--- src/rtl/pwl_sweep_pkg.sv ---
// Shared field codes, sweep-register bit positions and FSM encoding for the sweep engine.
// Latency: n/a (declarations only).
// Backpressure: n/a.
package pwl_sweep_pkg;

    // Register field selector, the low two bits of wr_addr
    localparam logic [1:0] FIELD_PERIOD = 2'd0;
    localparam logic [1:0] FIELD_AMP    = 2'd1;
    localparam logic [1:0] FIELD_SWEEP0 = 2'd2;
    localparam logic [1:0] FIELD_SWEEP1 = 2'd3;

    // Sweep register layout
    localparam int SW_EN         = 15;
    localparam int SW_DIR        = 14;
    localparam int SW_SHIFT      = 8;
    localparam int SW_SHIFT_BITS = 4;
    localparam int SW_RATE       = 0;
    localparam int SW_RATE_BITS  = 8;

    typedef logic [15:0] sweep_t;
    typedef logic [SW_RATE_BITS-1:0] presc_t;

    typedef enum logic {
        ST_IDLE = 1'b0,
        ST_RUN  = 1'b1
    } state_t;

endpackage

--- src/rtl/pwl_sweep_if.sv ---
// Register-write front end and oscillator-facing outputs of the sweep engine.
// Latency: n/a (wiring only).
// Backpressure: none; writes and ticks are single-cycle strobes always accepted.
interface pwl_sweep_if #(
    parameter int NUM_CH      = 4,
    parameter int PERIOD_BITS = 13,
    parameter int AMP_BITS    = 6
);
    localparam int CH_BITS = $clog2(NUM_CH);

    logic                          wr_en;
    logic [CH_BITS+1:0]            wr_addr;
    logic [15:0]                   wr_data;
    logic                          tick;
    logic                          clr_overrun;
    logic [NUM_CH*PERIOD_BITS-1:0] periods;
    logic [NUM_CH*AMP_BITS-1:0]    amps;
    logic [2*NUM_CH-1:0]           sat;
    logic                          busy;
    logic                          overrun;

    // Front end drives writes and ticks, reads back the channel state
    modport master (
        output wr_en, wr_addr, wr_data, tick, clr_overrun,
        input  periods, amps, sat, busy, overrun
    );

    // Sweep engine side
    modport slave (
        input  wr_en, wr_addr, wr_data, tick, clr_overrun,
        output periods, amps, sat, busy, overrun
    );
endinterface

--- src/rtl/pwl_sweep_step.sv ---
// One channel's sweep update: prescaler advance, period/amp next value, clamp and disable.
// Latency: combinational.
// Backpressure: none; caller decides whether the computed step is committed.
module pwl_sweep_step
    import pwl_sweep_pkg::*;
#(
    parameter int PERIOD_BITS = 13,
    parameter int AMP_BITS    = 6
) (
    input  logic [PERIOD_BITS-1:0] period,
    input  logic [AMP_BITS-1:0]    amp,
    input  sweep_t                 sweep0,
    input  sweep_t                 sweep1,
    input  presc_t                 cnt0,
    input  presc_t                 cnt1,
    output logic [PERIOD_BITS-1:0] period_nxt,
    output logic                   period_step,
    output logic                   period_sat,
    output presc_t                 cnt0_nxt,
    output logic [AMP_BITS-1:0]    amp_nxt,
    output logic                   amp_step,
    output logic                   amp_sat,
    output presc_t                 cnt1_nxt
);
    localparam logic [PERIOD_BITS:0] P_MAX = {1'b0, {PERIOD_BITS{1'b1}}};
    localparam logic [AMP_BITS:0]    A_MAX = {1'b0, {AMP_BITS{1'b1}}};

    logic [PERIOD_BITS-1:0] delta_raw;
    logic [PERIOD_BITS-1:0] delta;
    logic [PERIOD_BITS:0]   p_up;
    logic [AMP_BITS:0]      a_up;
    logic                   p_clamp;
    logic                   a_clamp;
    logic                   unused_bits;

    // Amp sweep has no shift; bits 13:12 are storage only
    assign unused_bits = ^{sweep0[13:12], sweep1[13:8]};

    // Prescalers: a step fires when the counter has reached the rate
    always_comb begin
        period_step = sweep0[SW_EN] && (cnt0 == sweep0[SW_RATE +: SW_RATE_BITS]);
        amp_step    = sweep1[SW_EN] && (cnt1 == sweep1[SW_RATE +: SW_RATE_BITS]);
        cnt0_nxt    = cnt0;
        cnt1_nxt    = cnt1;
        if (sweep0[SW_EN]) cnt0_nxt = period_step ? '0 : cnt0 + presc_t'(1);
        if (sweep1[SW_EN]) cnt1_nxt = amp_step    ? '0 : cnt1 + presc_t'(1);
    end

    // Exponential period step with clamp to [1, max]; one extra bit catches overflow
    always_comb begin
        delta_raw  = period >> sweep0[SW_SHIFT +: SW_SHIFT_BITS];
        delta      = (delta_raw == '0) ? PERIOD_BITS'(1) : delta_raw;
        p_up       = {1'b0, period} + {1'b0, delta};
        p_clamp    = 1'b0;
        period_nxt = period;
        if (sweep0[SW_DIR]) begin
            if (p_up > P_MAX) begin
                period_nxt = P_MAX[PERIOD_BITS-1:0];
                p_clamp    = 1'b1;
            end else begin
                period_nxt = p_up[PERIOD_BITS-1:0];
            end
        end else begin
            if (delta >= period) begin
                period_nxt = PERIOD_BITS'(1);
                p_clamp    = 1'b1;
            end else begin
                period_nxt = period - delta;
            end
        end
        period_sat = period_step && p_clamp;
    end

    // Linear amp step; hitting a bound leaves amp unchanged and saturates
    always_comb begin
        a_up    = {1'b0, amp} + {{AMP_BITS{1'b0}}, 1'b1};
        a_clamp = 1'b0;
        amp_nxt = amp;
        if (sweep1[SW_DIR]) begin
            if (a_up > A_MAX) a_clamp = 1'b1;
            else              amp_nxt = a_up[AMP_BITS-1:0];
        end else begin
            if (amp == '0) a_clamp = 1'b1;
            else           amp_nxt = amp - AMP_BITS'(1);
        end
        amp_sat = amp_step && a_clamp;
    end
endmodule

--- src/rtl/pwl_sweep_engine.sv ---
// Per-channel period/amp registers with time-multiplexed exponential/linear sweeps on each tick.
// Latency: tick at T -> busy T+1..T+NUM_CH, channel k committed at end of T+1+k; writes visible next cycle.
// Backpressure: none; a tick during a pass is dropped and flagged in sticky overrun.
module pwl_sweep_engine
    import pwl_sweep_pkg::*;
#(
    parameter int NUM_CH      = 4,
    parameter int PERIOD_BITS = 13,
    parameter int AMP_BITS    = 6
) (
    input  logic       clk,
    input  logic       rst_n,
    pwl_sweep_if.slave bus
);
    localparam int CH_BITS = $clog2(NUM_CH);

    logic [PERIOD_BITS-1:0] period_q [NUM_CH];
    logic [AMP_BITS-1:0]    amp_q    [NUM_CH];
    sweep_t                 sw0_q    [NUM_CH];
    sweep_t                 sw1_q    [NUM_CH];
    presc_t                 cnt0_q   [NUM_CH];
    presc_t                 cnt1_q   [NUM_CH];
    logic [2*NUM_CH-1:0]    sat_q;
    logic                   overrun_q;
    state_t                 state_q;
    state_t                 state_d;
    logic [CH_BITS-1:0]     ch_q;
    logic                   run;
    logic                   last_ch;

    logic [CH_BITS-1:0]     wr_ch;
    logic [1:0]             wr_fld;
    logic                   coll_p;
    logic                   coll_a;

    logic [PERIOD_BITS-1:0] period_nxt;
    logic [AMP_BITS-1:0]    amp_nxt;
    logic                   period_step;
    logic                   period_sat;
    logic                   amp_step;
    logic                   amp_sat;
    presc_t                 cnt0_nxt;
    presc_t                 cnt1_nxt;

    assign wr_ch   = bus.wr_addr[CH_BITS+1:2];
    assign wr_fld  = bus.wr_addr[1:0];
    assign last_ch = (ch_q == CH_BITS'(NUM_CH - 1));

    // A same-cycle write to a field (or its sweep register) of the channel in its slot discards that sweep step
    assign coll_p = bus.wr_en && (wr_ch == ch_q) && (wr_fld == FIELD_PERIOD || wr_fld == FIELD_SWEEP0);
    assign coll_a = bus.wr_en && (wr_ch == ch_q) && (wr_fld == FIELD_AMP    || wr_fld == FIELD_SWEEP1);

    pwl_sweep_step #(
        .PERIOD_BITS (PERIOD_BITS),
        .AMP_BITS    (AMP_BITS)
    ) u_step (
        .period      (period_q[ch_q]),
        .amp         (amp_q[ch_q]),
        .sweep0      (sw0_q[ch_q]),
        .sweep1      (sw1_q[ch_q]),
        .cnt0        (cnt0_q[ch_q]),
        .cnt1        (cnt1_q[ch_q]),
        .period_nxt  (period_nxt),
        .period_step (period_step),
        .period_sat  (period_sat),
        .cnt0_nxt    (cnt0_nxt),
        .amp_nxt     (amp_nxt),
        .amp_step    (amp_step),
        .amp_sat     (amp_sat),
        .cnt1_nxt    (cnt1_nxt)
    );

    // FSM state register
    always_ff @(posedge clk) begin
        if (!rst_n) state_q <= ST_IDLE;
        else        state_q <= state_d;
    end

    // FSM next state: one pass over all channels per accepted tick
    always_comb begin
        state_d = state_q;
        case (state_q)
            ST_IDLE: if (bus.tick) state_d = ST_RUN;
            ST_RUN:  if (last_ch)  state_d = ST_IDLE;
            default: state_d = ST_IDLE;
        endcase
    end

    // FSM outputs
    always_comb begin
        run = (state_q == ST_RUN);
    end

    assign bus.busy = run;

    // Channel slot pointer, advanced once per RUN cycle and parked at 0 when idle
    always_ff @(posedge clk) begin
        if (!rst_n)   ch_q <= '0;
        else if (run) ch_q <= ch_q + CH_BITS'(1);
        else          ch_q <= '0;
    end

    // Sticky overrun: set by any tick during a pass, set beats clear
    always_ff @(posedge clk) begin
        if (!rst_n)                 overrun_q <= 1'b0;
        else if (run && bus.tick)   overrun_q <= 1'b1;
        else if (bus.clr_overrun)   overrun_q <= 1'b0;
    end

    // Channel storage: sweep commit for the slot channel, then register writes override
    always_ff @(posedge clk) begin
        if (!rst_n) begin
            for (int k = 0; k < NUM_CH; k++) begin
                period_q[k] <= '0;
                amp_q[k]    <= '0;
                sw0_q[k]    <= '0;
                sw1_q[k]    <= '0;
                cnt0_q[k]   <= '0;
                cnt1_q[k]   <= '0;
            end
            sat_q <= '0;
        end else begin
            if (run) begin
                cnt0_q[ch_q] <= cnt0_nxt;
                cnt1_q[ch_q] <= cnt1_nxt;
                if (period_step && !coll_p) begin
                    period_q[ch_q] <= period_nxt;
                    if (period_sat) begin
                        sw0_q[ch_q][SW_EN]    <= 1'b0;
                        sat_q[{ch_q, 1'b0}]   <= 1'b1;
                    end
                end
                if (amp_step && !coll_a) begin
                    amp_q[ch_q] <= amp_nxt;
                    if (amp_sat) begin
                        sw1_q[ch_q][SW_EN]    <= 1'b0;
                        sat_q[{ch_q, 1'b1}]   <= 1'b1;
                    end
                end
            end
            if (bus.wr_en) begin
                case (wr_fld)
                    FIELD_PERIOD: period_q[wr_ch] <= bus.wr_data[PERIOD_BITS-1:0];
                    FIELD_AMP:    amp_q[wr_ch]    <= bus.wr_data[AMP_BITS-1:0];
                    FIELD_SWEEP0: begin
                        sw0_q[wr_ch]           <= bus.wr_data;
                        cnt0_q[wr_ch]          <= '0;
                        sat_q[{wr_ch, 1'b0}]   <= 1'b0;
                    end
                    default: begin
                        sw1_q[wr_ch]           <= bus.wr_data;
                        cnt1_q[wr_ch]          <= '0;
                        sat_q[{wr_ch, 1'b1}]   <= 1'b0;
                    end
                endcase
            end
        end
    end

    // Flat output buses straight from the channel registers
    for (genvar g = 0; g < NUM_CH; g++) begin : g_pack
        assign bus.periods[g*PERIOD_BITS +: PERIOD_BITS] = period_q[g];
        assign bus.amps[g*AMP_BITS +: AMP_BITS]          = amp_q[g];
    end

    assign bus.sat     = sat_q;
    assign bus.overrun = overrun_q;
endmodule

--- src/flat_wrapper.sv ---
// flat-port wrapper written by rule: the top's interface ports become plain ports
module pwl_sweep_engine_flat import pwl_sweep_pkg::*;
#(
    parameter int NUM_CH      = 4,
    parameter int PERIOD_BITS = 13,
    parameter int AMP_BITS    = 6
)
  (clk, rst_n, bus_wr_en, bus_wr_addr, bus_wr_data, bus_tick, bus_clr_overrun, bus_periods, bus_amps, bus_sat, bus_busy, bus_overrun);
  pwl_sweep_if #(.NUM_CH(NUM_CH), .PERIOD_BITS(PERIOD_BITS), .AMP_BITS(AMP_BITS)) bus_i ();
  input  logic clk;
  input  logic rst_n;
  input wire logic [$bits(bus_i.wr_en)-1:0] bus_wr_en;
  input wire logic [$bits(bus_i.wr_addr)-1:0] bus_wr_addr;
  input wire logic [$bits(bus_i.wr_data)-1:0] bus_wr_data;
  input wire logic [$bits(bus_i.tick)-1:0] bus_tick;
  input wire logic [$bits(bus_i.clr_overrun)-1:0] bus_clr_overrun;
  output wire logic [$bits(bus_i.periods)-1:0] bus_periods;
  output wire logic [$bits(bus_i.amps)-1:0] bus_amps;
  output wire logic [$bits(bus_i.sat)-1:0] bus_sat;
  output wire logic [$bits(bus_i.busy)-1:0] bus_busy;
  output wire logic [$bits(bus_i.overrun)-1:0] bus_overrun;
  assign bus_i.wr_en = bus_wr_en;
  assign bus_i.wr_addr = bus_wr_addr;
  assign bus_i.wr_data = bus_wr_data;
  assign bus_i.tick = bus_tick;
  assign bus_i.clr_overrun = bus_clr_overrun;
  assign bus_periods = bus_i.periods;
  assign bus_amps = bus_i.amps;
  assign bus_sat = bus_i.sat;
  assign bus_busy = bus_i.busy;
  assign bus_overrun = bus_i.overrun;
  pwl_sweep_engine #(.NUM_CH(NUM_CH), .PERIOD_BITS(PERIOD_BITS), .AMP_BITS(AMP_BITS)) u_core (.clk(clk), .rst_n(rst_n), .bus(bus_i));
endmodule
--- config.mk ---
export PLATFORM = sky130hd
export DESIGN_NAME = pwl_sweep_engine_flat
export DESIGN_NICKNAME = d
export VERILOG_FILES = /design/src/rtl/pwl_sweep_pkg.sv /design/src/rtl/pwl_sweep_if.sv /design/src/rtl/pwl_sweep_step.sv /design/src/rtl/pwl_sweep_engine.sv /design/src/flat_wrapper.sv
export SDC_FILE = /design/constraint.sdc
export NUM_CORES = 1
export LEC_CHECK = 0
export ABC_AREA = 1
export BUFFER_PORTS_ARGS = -buffer_cell sky130_fd_sc_hd__buf_2
export CAP_MARGIN = 25
export CORE_ASPECT_RATIO = 1.75
export CORE_MARGIN = 2
export CORE_UTILIZATION = 40
export CTS_CLUSTER_SIZE = 12
export DETAILED_ROUTE_END_ITERATION = 8
export PLACE_DENSITY_LB_ADDON = 0.1
export SLEW_MARGIN = 20
export SYNTH_ARGS = -nofsm -noshare
export SYNTH_HDL_FRONTEND = slang
export SYNTH_HIERARCHICAL = 1
export SYNTH_SLANG_ARGS = --single-unit
--- constraint.sdc ---
create_clock -name clk -period 4.65 [get_ports clk]
set_clock_uncertainty 0.1 [all_clocks]
set_input_delay 0.93 -clock clk [delete_from_list [all_inputs] [get_ports clk]]
set_output_delay 0.93 -clock clk [all_outputs]
set_load 0.005 [all_outputs]
==> flow_summary_export.csv, run 1 <==
group,metric,value,unit
power_and_ir_drop,combPwrFrac,27.7,%
critical_path,critPathLaunchType,"flip-flop",
job,max-cap-violations,0,
power_and_ir_drop,peakVddDrop,0.266,mV
drt,ant_nets,0,
die,die_h,260,um
clocking,clk_pin_slew,60,ps
clocking,clockRootBuffer,"clkbuf_16",
global_route,grt_usage,28.6,%
synth,synth_nets,2011,
layout,fin_nets,2154,
clocking,clk_latency,560,ps
clocking,clockBufferDepth,3,
drt,viasPerCell,5.62,
clocking,cts_hold_buf,0,
power_and_ir_drop,power.total,0.00638,W
die,rows,93,
drt,vias,14500,
drt,first_iter_violations,993,
sta,setup_violations,0,
die,die_w,150,um
layout,instances_no_fill,2582,
critical_path,arrival,4490,ps
drt,wl_per_cell,21.9,um
sta,setup_tns,0,ps
die,die_area,0.0390,mm2
place,place_hpwl,41.1,mm
global_route,grt-ovfl-total,0,
critical_path,required,4840,ps
clocking,numCtsBuffers,27,
place,port_buffers,109,
layout,seqCellArea,0.00669,mm2
layout,multiInputGateArea,0.00711,mm2
run_status,status,"finished, final reports clean",
place,post-place-cells,2525,
synth,yosys_warnings,6,
power_and_ir_drop,cellLeakagePower,7.67,nW
synth,netlist_instances,1946,
global_route,grt_max_degree,69,
die,ios,111,
drt,firstDrtPassIters,8,
layout,num_antenna_cells,0,
clocking,h-tree-depth,1,
critical_path,path_buf_inv,9,
power_and_ir_drop,p_clk_share,33.2,%
sta,slew_violations,0,
sta,layout_min_cycle_time,4310,ps
place,gp_congestion,0.966,
critical_path,regToRegStartpoint,"u_core/ch_q[1]",
drt,finalWirelength,56.6,mm
sta,hold_viol_final,0,
clocking,cts_tree,"yes",
power_and_ir_drop,power_density,367,mW/mm2
sta,fmax,232,MHz
clocking,numClockSinks,248,
critical_path,setup.worst_path.class,"flip-flop to flip-flop",
sta,slew_headroom,47.5,%
global_route,grt_pass1_wl,83.7,mm
critical_path,worstSetupEndpoint,"u_core/period_q[3][0]",
layout,fillCellCount,3707,
global_route,antenna_found_initial,0,
critical_path,reg2reg_slack,340,ps
critical_path,max_stage_delay,420,ps
critical_path,cp.depth,30,
power_and_ir_drop,sw_frac_of_total,33.5,%
critical_path,worstReg2RegEnd,"u_core/period_q[3][0]",
sta,tightest_slew,786,ps
sta,rsz0062_at_grt,"true",
critical_path,critical_path.max_fanout,12,
critical_path,crit_family,"simple AND/OR/NAND/NOR gates",
critical_path,path_common_cell,"nand2_1",
layout,synthToLayoutAreaGrowth,16.1,%
critical_path,endpoint_kind,"flip-flop",
layout,drive_above_1_share,16.9,%
power_and_ir_drop,internal_power,0.00425,W
critical_path,crit_path_top_delay_cell,"ha_1",
die,start_util,40.6,%
power_and_ir_drop,switching_power,0.00214,W
min_path,hold_class,"flip-flop to flip-flop",
critical_path,startpoint,"u_core/ch_q[1]",
layout,post-route-util,47.1,%
power_and_ir_drop,pwr-share-seq,39.2,%
synth,netlist_area,0.0150,mm2
die,core,0.0369,mm2
synth,avgSynthCellArea,7.69,um2
global_route,grt_pass1_vias,14000,
critical_path,r2r_cells,30,
drt,drc,0,
sta,post-route-period-util,92.6,%
## placed cells by master (no fill, tap or decap), drive strengths merged, types with 2 or more instances in the layout
cell / instances
a21o: 3
a21oi: 133
a31oi: 2
buf: 231
bufinv: 2
clkbuf: 38
clkinv: 15
dfxtp: 76
edfxtp: 172
fa: 2
ha: 38
inv: 163
nand2: 405
nand3: 244
nand3b: 2
nand4: 37
nor2: 275
nor3: 12
nor3b: 2
nor4: 4
o21ai: 122
o21bai: 4
o22ai: 84
or2: 5
xnor2: 9
xor2: 23
## power groups by stage
| stage | sequential, W | clock (W) | combinational, W |
|---|---|---|---|
| final | 0.00250 | 0.00212 | 0.00177 |
| after global routing | 0.00251 | 0.00222 | 0.00192 |
| after CTS | 0.00250 | 0.00215 | 0.00171 |
| after detailed placement | 0.00255 | 0 | 0.00170 |
| after global placement | 0.00255 | 0 | 0.00169 |
| after floorplan | 0.00253 | 0 | 0.00104 |
## stage by stage
stage	hold WS (ps)	setup WS, ps	instance area [um2]
3_5_place_dp	339	164	16400
4_1_cts	349	138	17200
6_report	349	344	17400
5_1_grt	373	8.29	17400
3_3_place_gp	339	183	16400
2_1_floorplan	347	443	15000
## area by class of cell
type / instances / area share, %
multi-input combinational: 1409 / 40.9
timing repair buffer: 232 / 8.70
sequential: 248 / 38.5
clock inverter: 10 / 0.634
inverter: 171 / 3.74
tap: 475 / 3.42
clock buffer: 37 / 4.11
## worst min-delay path by stage
stage / startpoint / endpoint / cells past startpoint
final: u_core/bus.sat[7] / u_core/bus.sat[7] / 2
after global routing: u_core/bus.sat[1] / u_core/bus.sat[1] / 2
after CTS: u_core/bus.sat[7] / u_core/bus.sat[7] / 2
after detailed placement: u_core/bus.sat[7] / u_core/bus.sat[7] / 2
after global placement: u_core/bus.sat[1] / u_core/bus.sat[1] / 2
after floorplan: u_core/bus.sat[0] / u_core/bus.sat[0] / 2
## worst min-delay path: stages (launching register included)
cell and delay, ps:
dfxtp_1 310, inv_1 50, a21oi_1 50
## per-layer routing
| layer | part of all wire [%] | wire (um) | global-route usage (%) |
|---|---|---|---|
| met1 | 36 | 20300 | 31.4 |
| met2 | 52 | 29200 | 51.7 |
| met3 | 5.4 | 3070 | 2.86 |
| met4 | 7.1 | 3990 | 18.3 |
| met5 | 0 | 0 | 0 |
## flip-flops by register name (all words and copies together), names as in the netlist, 2 cells and up
register and flops:
u_core/sw0_q 56, u_core/period_q 52, u_core/sw1_q 40, u_core/cnt0_q 32, u_core/cnt1_q 32, u_core/amp_q 24, u_core/bus.sat 8, u_core/ch_q 2
## what timing repair did
item | CTS | global route
buffers inserted | 0 | 9
setup endpoints to repair | 0 | 52
resized for setup | 0 | 31
(Power assumes the default switching activity.)
==> run 2, diff against run 1 <==
Settings changed: CAP_MARGIN 25 to default, PLACE_DENSITY_LB_ADDON 0.1 to default, RECOVER_POWER from default to 100.
==> run 2 against run 1 <==
  * The flow now finishes with violations (max-capacitance violations, max-slew violations)
  * Routed wire length is 5.0% lower
  * Flip-flop and latch count stayed put
  * Sequential power hardly changed
  * Sequential share of layout area is 0.68 points higher
  * Fmax is 3.6% lower
  * Critical path type unchanged
  * Worst setup slack worse by 160 ps
  * Global-route usage is 1.6 points lower
  * Power is 5.1% lower
==> flow_summary_export.csv, run 2 (same netlist as run 1, synthesis figures left out) <==
group,metric,value,unit
power_and_ir_drop,internal_power,0.00408,W
job,max-cap-violations,1,
critical_path,crit_path_top_delay_cell,"dfxtp_4",
critical_path,critical_path.max_fanout,26,
place,port_buffers,109,
min_path,min_to,"u_core/bus.sat[7]",
layout,largest_registers,"u_core/sw0_q (56), u_core/period_q (52), u_core/sw1_q (40)",
sta,slew_violations,21,
power_and_ir_drop,switching_power,0.00198,W
run_status,violations,"max-capacitance violations, max-slew violations",
layout,fin_nets,2149,
clocking,numCtsBuffers,24,
clocking,cts_hold_buf,0,
sta,hold_viol_final,0,
drt,ant_nets,0,
die,rows,93,
global_route,grt_pass1_wl,79.2,mm
critical_path,regToRegStartpoint,"u_core/ch_q[0]",
clocking,clockRootBuffer,"clkbuf_16",
critical_path,r2r_cells,29,
power_and_ir_drop,sw_frac_of_total,32.6,%
drt,firstDrtPassIters,6,
die,die_area,0.0390,mm2
power_and_ir_drop,power_density,355,mW/mm2
min_path,hold_depth,2,
critical_path,critPathLaunchType,"flip-flop",
run_status,status,"finished, violations left",
global_route,antenna_found_initial,0,
place,place_area,0.0164,mm2
sta,slew_headroom,-6.47,%
die,die_w,150,um
place,gp_congestion,0.953,
die,ios,111,
sta,post-route-period-util,96.1,%
clocking,cts_tree,"yes",
drt,vias,14500,
die,start_util,40.6,%
critical_path,arrival,4740,ps
drt,first_iter_violations,1191,
layout,seqCellArea,0.00669,mm2
layout,final_common_cell,"nand2_1",
clocking,numClockSinks,248,
drt,wl_per_cell,20.9,um
sta,tightest_slew,1600,ps
critical_path,worstReg2RegEnd,"u_core/period_q[3][10]",
clocking,h-tree-depth,1,
layout,fillCellCount,3741,
clocking,clockBufferDepth,3,
layout,post-route-util,46.3,%
die,core,0.0369,mm2
layout,top_register,"u_core/sw0_q",
drt,finalWirelength,53.7,mm
place,place_hpwl,40.5,mm
layout,synthToLayoutAreaGrowth,14.1,%
drt,viasPerCell,5.62,
global_route,grt-ovfl-total,0,
sta,setup_ws,183,ps
critical_path,endpoint_kind,"flip-flop",
layout,drive_above_1_share,12.3,%
layout,multiInputGateArea,0.00705,mm2
critical_path,reg2reg_slack,180,ps
min_path,hold_class,"flip-flop to flip-flop",
critical_path,setup.worst_path.class,"flip-flop to flip-flop",
critical_path,max_stage_delay,420,ps
layout,final_cell_mix,"nand2_1 (393), nor2_1 (262), nand3_1 (234)",
drt,drc,0,
clocking,clk_pin_slew,70,ps
min_path,hp-start,"u_core/bus.sat[7]",
layout,largest_register_ffs,56,
global_route,grt_pass1_vias,13800,
sta,fmax,224,MHz
global_route,grt_max_degree,80,
sta,setup_violations,0,
critical_path,required,4930,ps
place,dp_slack,-27.9,ps
clocking,clk_latency,540,ps
power_and_ir_drop,cellLeakagePower,7.37,nW
power_and_ir_drop,pwr-share-seq,41.2,%
power_and_ir_drop,peakVddDrop,0.242,mV
sta,layout_min_cycle_time,4470,ps
die,die_h,260,um
power_and_ir_drop,power.total,0.00606,W
power_and_ir_drop,combPwrFrac,27.8,%
power_and_ir_drop,p_clk_share,30.9,%
global_route,grt_usage,26.9,%
layout,fin_area,0.0171,mm2
==> run 2: cell count changes in the layout (fill, tap and decap cells not counted), sizes merged <==
| cell | previous run | this run |
|---|---|---|
| diode | 0 | 1 |
| clkinvlp | 1 | 0 |
| inv | 163 | 160 |
| clkbuf | 38 | 106 |
| bufinv | 2 | 1 |
| buf | 231 | 165 |
| clkinv | 15 | 11 |
==> run 2: cell type report <==
cell class | instances | area share [%]
diodes | 1 | 0.0147
well taps | 475 | 3.48
repair buffers | 230 | 8.04
inverters | 171 | 3.82
clock inverters | 1 | 0.176
clock buffers | 41 | 4.01
flip-flops and latches | 248 | 39.2
multi-input cells | 1409 | 41.3
==> run 2: routing by layer <==
layer / up-vias / share of wire [%] / track usage (%) / wire length [um]
met5: - / 0 / 0 / 0
met4: 0 / 6.6 / 16.9 / 3550
met3: 160 / 5.8 / 3.02 / 3140
met2: 600 / 53 / 50.9 / 28700
met1: 6844 / 34 / 27.7 / 18300
li1: 6861 / - / - / -
==> run 2: power by group through the flow <==
stage,combinational (W),sequential [W],clock (W)
final,0.00169,0.00250,0.00187
after global routing,0.00184,0.00250,0.00197
after CTS,0.00167,0.00250,0.00190
after detailed placement,0.00166,0.00254,0
after global placement,0.00164,0.00254,0
after floorplan,0.00104,0.00253,0
==> run 2: worst max-delay path: cells and delay by family (launching register included) <==
kind	cells	cell delay (ps)
AND/OR/NAND/NOR	17	1650
buffers and inverters	7	1130
adder cells (fa/ha/maj)	2	530
AO/OA/AOI/OAI	3	450
flip-flops	1	420
==> run 2: what timing repair did <==
action                                  in CTS  in global routing
gates resized for setup                      4                 22
pin swaps                                    0                  1
buffers inserted                             0                  8
endpoints found under the hold margin        0                  0
endpoints found under the setup margin       9                 50
==> run 2: metrics by stage <==
step / instances / setup TNS, ps / hold slack, ps
2_1_floorplan: 1946 / 0 / 347
3_3_place_gp: 2525 / 0 / 340
3_5_place_dp: 2525 / -27.9 / 340
4_1_cts: 2567 / 0 / 350
5_1_grt: 2575 / -3.07 / 373
6_report: 2576 / 0 / 347
==> run 2: worst max-delay path by stage <==
| stage | slack, ps | end | startpoint | cells after the start |
|---|---|---|---|---|
| final | 180 | u_core/period_q[3][10] | u_core/ch_q[0] | 29 |
| after global routing | -2 | u_core/period_q[3][12] | u_core/ch_q[0] | 29 |
| after CTS | 70 | u_core/period_q[3][10] | u_core/ch_q[0] | 32 |
| after detailed placement | -30 | u_core/period_q[3][10] | u_core/ch_q[0] | 31 |
| after global placement | 10 | u_core/period_q[3][10] | u_core/ch_q[0] | 31 |
| after floorplan | 440 | u_core/period_q[3][6] | u_core/ch_q[1] | 30 |
==> run 3, diff against run 2 <==
Settings changed: SYNTH_HIERARCHICAL 1 to default.
==> run 3 against run 2 <==
  * The flow still finishes with violations (max-capacitance violations, max-slew violations)
  * Power grew 3.4%
  * Worst setup slack improved by 18 ps
  * Count of clock-buffer cells in the layout rose by 2
  * Clock power increased by 12%
  * Fmax grew 0.41%
  * Global-route usage is 2.6 points higher
  * Design area rose by 3.1%
  * Core utilization up 1.6 points
  * Non-clock buffer count grew 44
  * Sequential power hardly changed
  * Largest power group unchanged
  * Highest routed layer is now met5
==> flow_summary_export.csv, run 3 <==
group,metric,value,unit
clocking,clockBufferDepth,3,
layout,largest_registers,"u_core.sw0_q (56), u_core.period_q (52), u_core.sw1_q (40)",
place,place_area,0.0169,mm2
job,max-cap-violations,1,
critical_path,path_buf_inv,10,
synth,synth-seq-cells,248,
drt,firstDrtPassIters,5,
drt,first_iter_violations,1207,
synth,synth_top_area_cell,"edfxtp_1",
critical_path,worstReg2RegEnd,"u_core.period_q[3][4]",
layout,instances_no_fill,2730,
sta,slew_headroom,-3.51,%
place,port_buffers,109,
place,gp_congestion,0.998,
critical_path,path_common_cell,"buf_4",
sta,post-route-period-util,95.7,%
drt,wl_per_cell,21.1,um
run_status,violations,"max-capacitance violations, max-slew violations",
drt,ant_nets,0,
clocking,h-tree-depth,1,
synth,synth_enable_flop_cells,172,
sta,tightest_slew,1550,ps
clocking,cts_setup_buffers,0,
sta,fmax,225,MHz
sta,setup_ws,201,ps
global_route,antenna_found_initial,5,
critical_path,worstSetupEndpoint,"u_core.period_q[3][4]",
place,dp_slack,-85.9,ps
synth,netlist_area,0.0149,mm2
global_route,grt_max_degree,40,
critical_path,critPathLaunchType,"flip-flop",
die,rows,93,
clocking,numCtsBuffers,26,
place,place_hpwl,43.8,mm
synth,yosysMostFrequentCell,"nand2_1",
synth,synthArstFlopShare,0,%
die,die_w,150,um
global_route,grt_pass1_wl,85.7,mm
die,die_h,260,um
sta,layout_min_cycle_time,4450,ps
die,die_area,0.0390,mm2
critical_path,endpoint_kind,"flip-flop",
synth,synth_nets,2084,
critical_path,cp_cell_sequence,"buf_4, or2_2, a31oi_1, buf_4, buf_4, nand3_1, nor2_1, buf_4, inv_1, ha_1, buf_4, a21oi_1, o31ai_1, a21oi_1, o21ai_1, clkbuf_4, nand2_1, buf_4, buf_4, o21ai_0, buf_4, nand2_1, nand3b_1, nand2_1",
critical_path,critical_path.max_fanout,11,
synth,ys_seq_area_share,44.8,%
die,ios,111,
synth,yosys-top-cells-count,"nand2_1 (599), nor2_1 (218), inv_1 (213)",
power_and_ir_drop,cellLeakagePower,7.76,nW
global_route,grt-ovfl-total,0,
sta,holdWs,350,ps
layout,top_register,"u_core.sw0_q",
synth,ys.flop_type,"edfxtp_1",
die,core,0.0368,mm2
drt,drc,0,
clocking,cts_tree,"yes",
critical_path,arrival,4770,ps
power_and_ir_drop,power_density,356,mW/mm2
clocking,clockRootBuffer,"clkbuf_16",
run_status,status,"finished, violations left",
drt,vias,14800,
clocking,clk_pin_slew,70,ps
place,post-place-cells,2681,
die,start_util,40.6,%
power_and_ir_drop,peakVddDrop,0.235,mV
critical_path,max_stage_delay,390,ps
synth,yosys_warnings,0,
critical_path,regToRegStartpoint,"u_core.ch_q[0]",
global_route,grt_usage,29.5,%
global_route,grt_pass1_vias,14500,
drt,finalWirelength,57.6,mm
drt,viasPerCell,5.44,
layout,post-route-util,47.9,%
layout,synthToLayoutAreaGrowth,17.8,%
clocking,cts_hold_buf,0,
critical_path,required,4970,ps
clocking,clk_latency,560,ps
synth,synth.distinct_cells,48,
synth,avgSynthCellArea,7.39,um2
critical_path,crit_family,"buffers and inverters",
clocking,numClockSinks,248,
layout,final_common_cell,"nand2_1",
critical_path,startpoint,"u_core.ch_q[0]",
critical_path,r2r_cells,24,
min_path,hold_class,"flip-flop to flip-flop",
critical_path,cp.depth,24,
layout,fin_area,0.0176,mm2
synth,yosys-top-cells-area,"edfxtp_1 (35%), nand2_1 (15%), dfxtp_1 (10%), nand3_1 (5.8%), nor2_1 (5.5%)",
critical_path,setup.worst_path.class,"flip-flop to flip-flop",
critical_path,reg2reg_slack,200,ps
layout,drive_above_1_share,12.6,%
sta,slew_violations,25,
synth,netlist_instances,2022,
layout,fin_nets,2296,
sta,setup_violations,0,
layout,largest_register_ffs,56,
layout,final_cell_mix,"nand2_1 (595), nor2_1 (220), inv_1 (213)",
critical_path,crit_path_top_delay_cell,"dfxtp_4",
synth,synth_top_area_share,34.6,%
sta,hold_viol_final,0,
==> run 3: layout make-up <==
cell class / count / area [um2]
Multi-Input combinational cell: 1445 / 6950
Inverter: 239 / 902
Clock buffer: 43 / 767
Tap cell: 475 / 594
Timing Repair Buffer: 274 / 1640
Fill cell: 3818 / 19200
Sequential cell: 248 / 6690
Clock inverter: 5 / 63.8
Antenna cell: 1 / 2.50
==> run 3: where the power goes <==
part           leakage (nW)  switching (W)  total [W]  internal (W)
Sequential             2.29      0.0000533    0.00251       0.00246
Clock                 0.403       0.000910    0.00209       0.00118
Combinational          5.07        0.00104    0.00166      0.000622
==> run 3: worst reg2reg max path: cells and delay by family, from the launching register on <==
kind            cells  cell delay, ps
compound gates      6            1070
fa+ha+maj           1             330
buf+inv            10            1580
flops               1             390
simple gates        7             850
==> run 3: worst min path at each step <==
stage / startpoint / end / slack, ps / cells past startpoint
final: u_core.bus.sat[0] / u_core.bus.sat[0] / 350 / 2
after global routing: u_core.cnt0_q[0][6] / u_core.cnt0_q[0][6] / 380 / 2
after CTS: u_core.bus.sat[0] / u_core.bus.sat[0] / 350 / 2
after detailed placement: u_core.bus.sat[0] / u_core.bus.sat[0] / 340 / 2
after global placement: u_core.bus.sat[0] / u_core.bus.sat[0] / 340 / 2
after floorplan: u_core.cnt1_q[1][5] / u_core.cnt1_q[1][5] / 340 / 2
==> run 3: logic make-up after synthesis <==
| kind of cell | synth area share [%] |
|---|---|
| AO/OA/AOI/OAI | 10.3 |
| XOR/XNOR | 1.70 |
| adder cells (fa/ha/maj) | 3.20 |
| buffers and inverters | 8.96 |
| flip-flops | 44.8 |
| AND/OR/NAND/NOR | 31.1 |
==> run 3: through the flow <==
stage          TNS, ps  power (W)
2_1_floorplan        0    0.00343
3_3_place_gp      -559    0.00418
3_5_place_dp      -259    0.00419
4_1_cts              0    0.00626
5_1_grt          -20.8    0.00652
6_report             0    0.00626
==> run 3: repair_timing <==
item	4_1_cts	5_1_grt
endpoints found under the setup margin	4	59
gates resized for setup	2	27
pin swaps	0	1
==> run 3: routing by layer <==
layer | share of wire (%) | wire length (um) | global-route usage, % | up-vias
li1 | - | - | - | 7059
met1 | 33 | 19100 | 29.4 | 6932
met2 | 52 | 29800 | 53.6 | 601
met3 | 5.2 | 2990 | 3.51 | 239
met4 | 9.8 | 5650 | 24.8 | 8
met5 | 0.083 | 48 | 0 | -
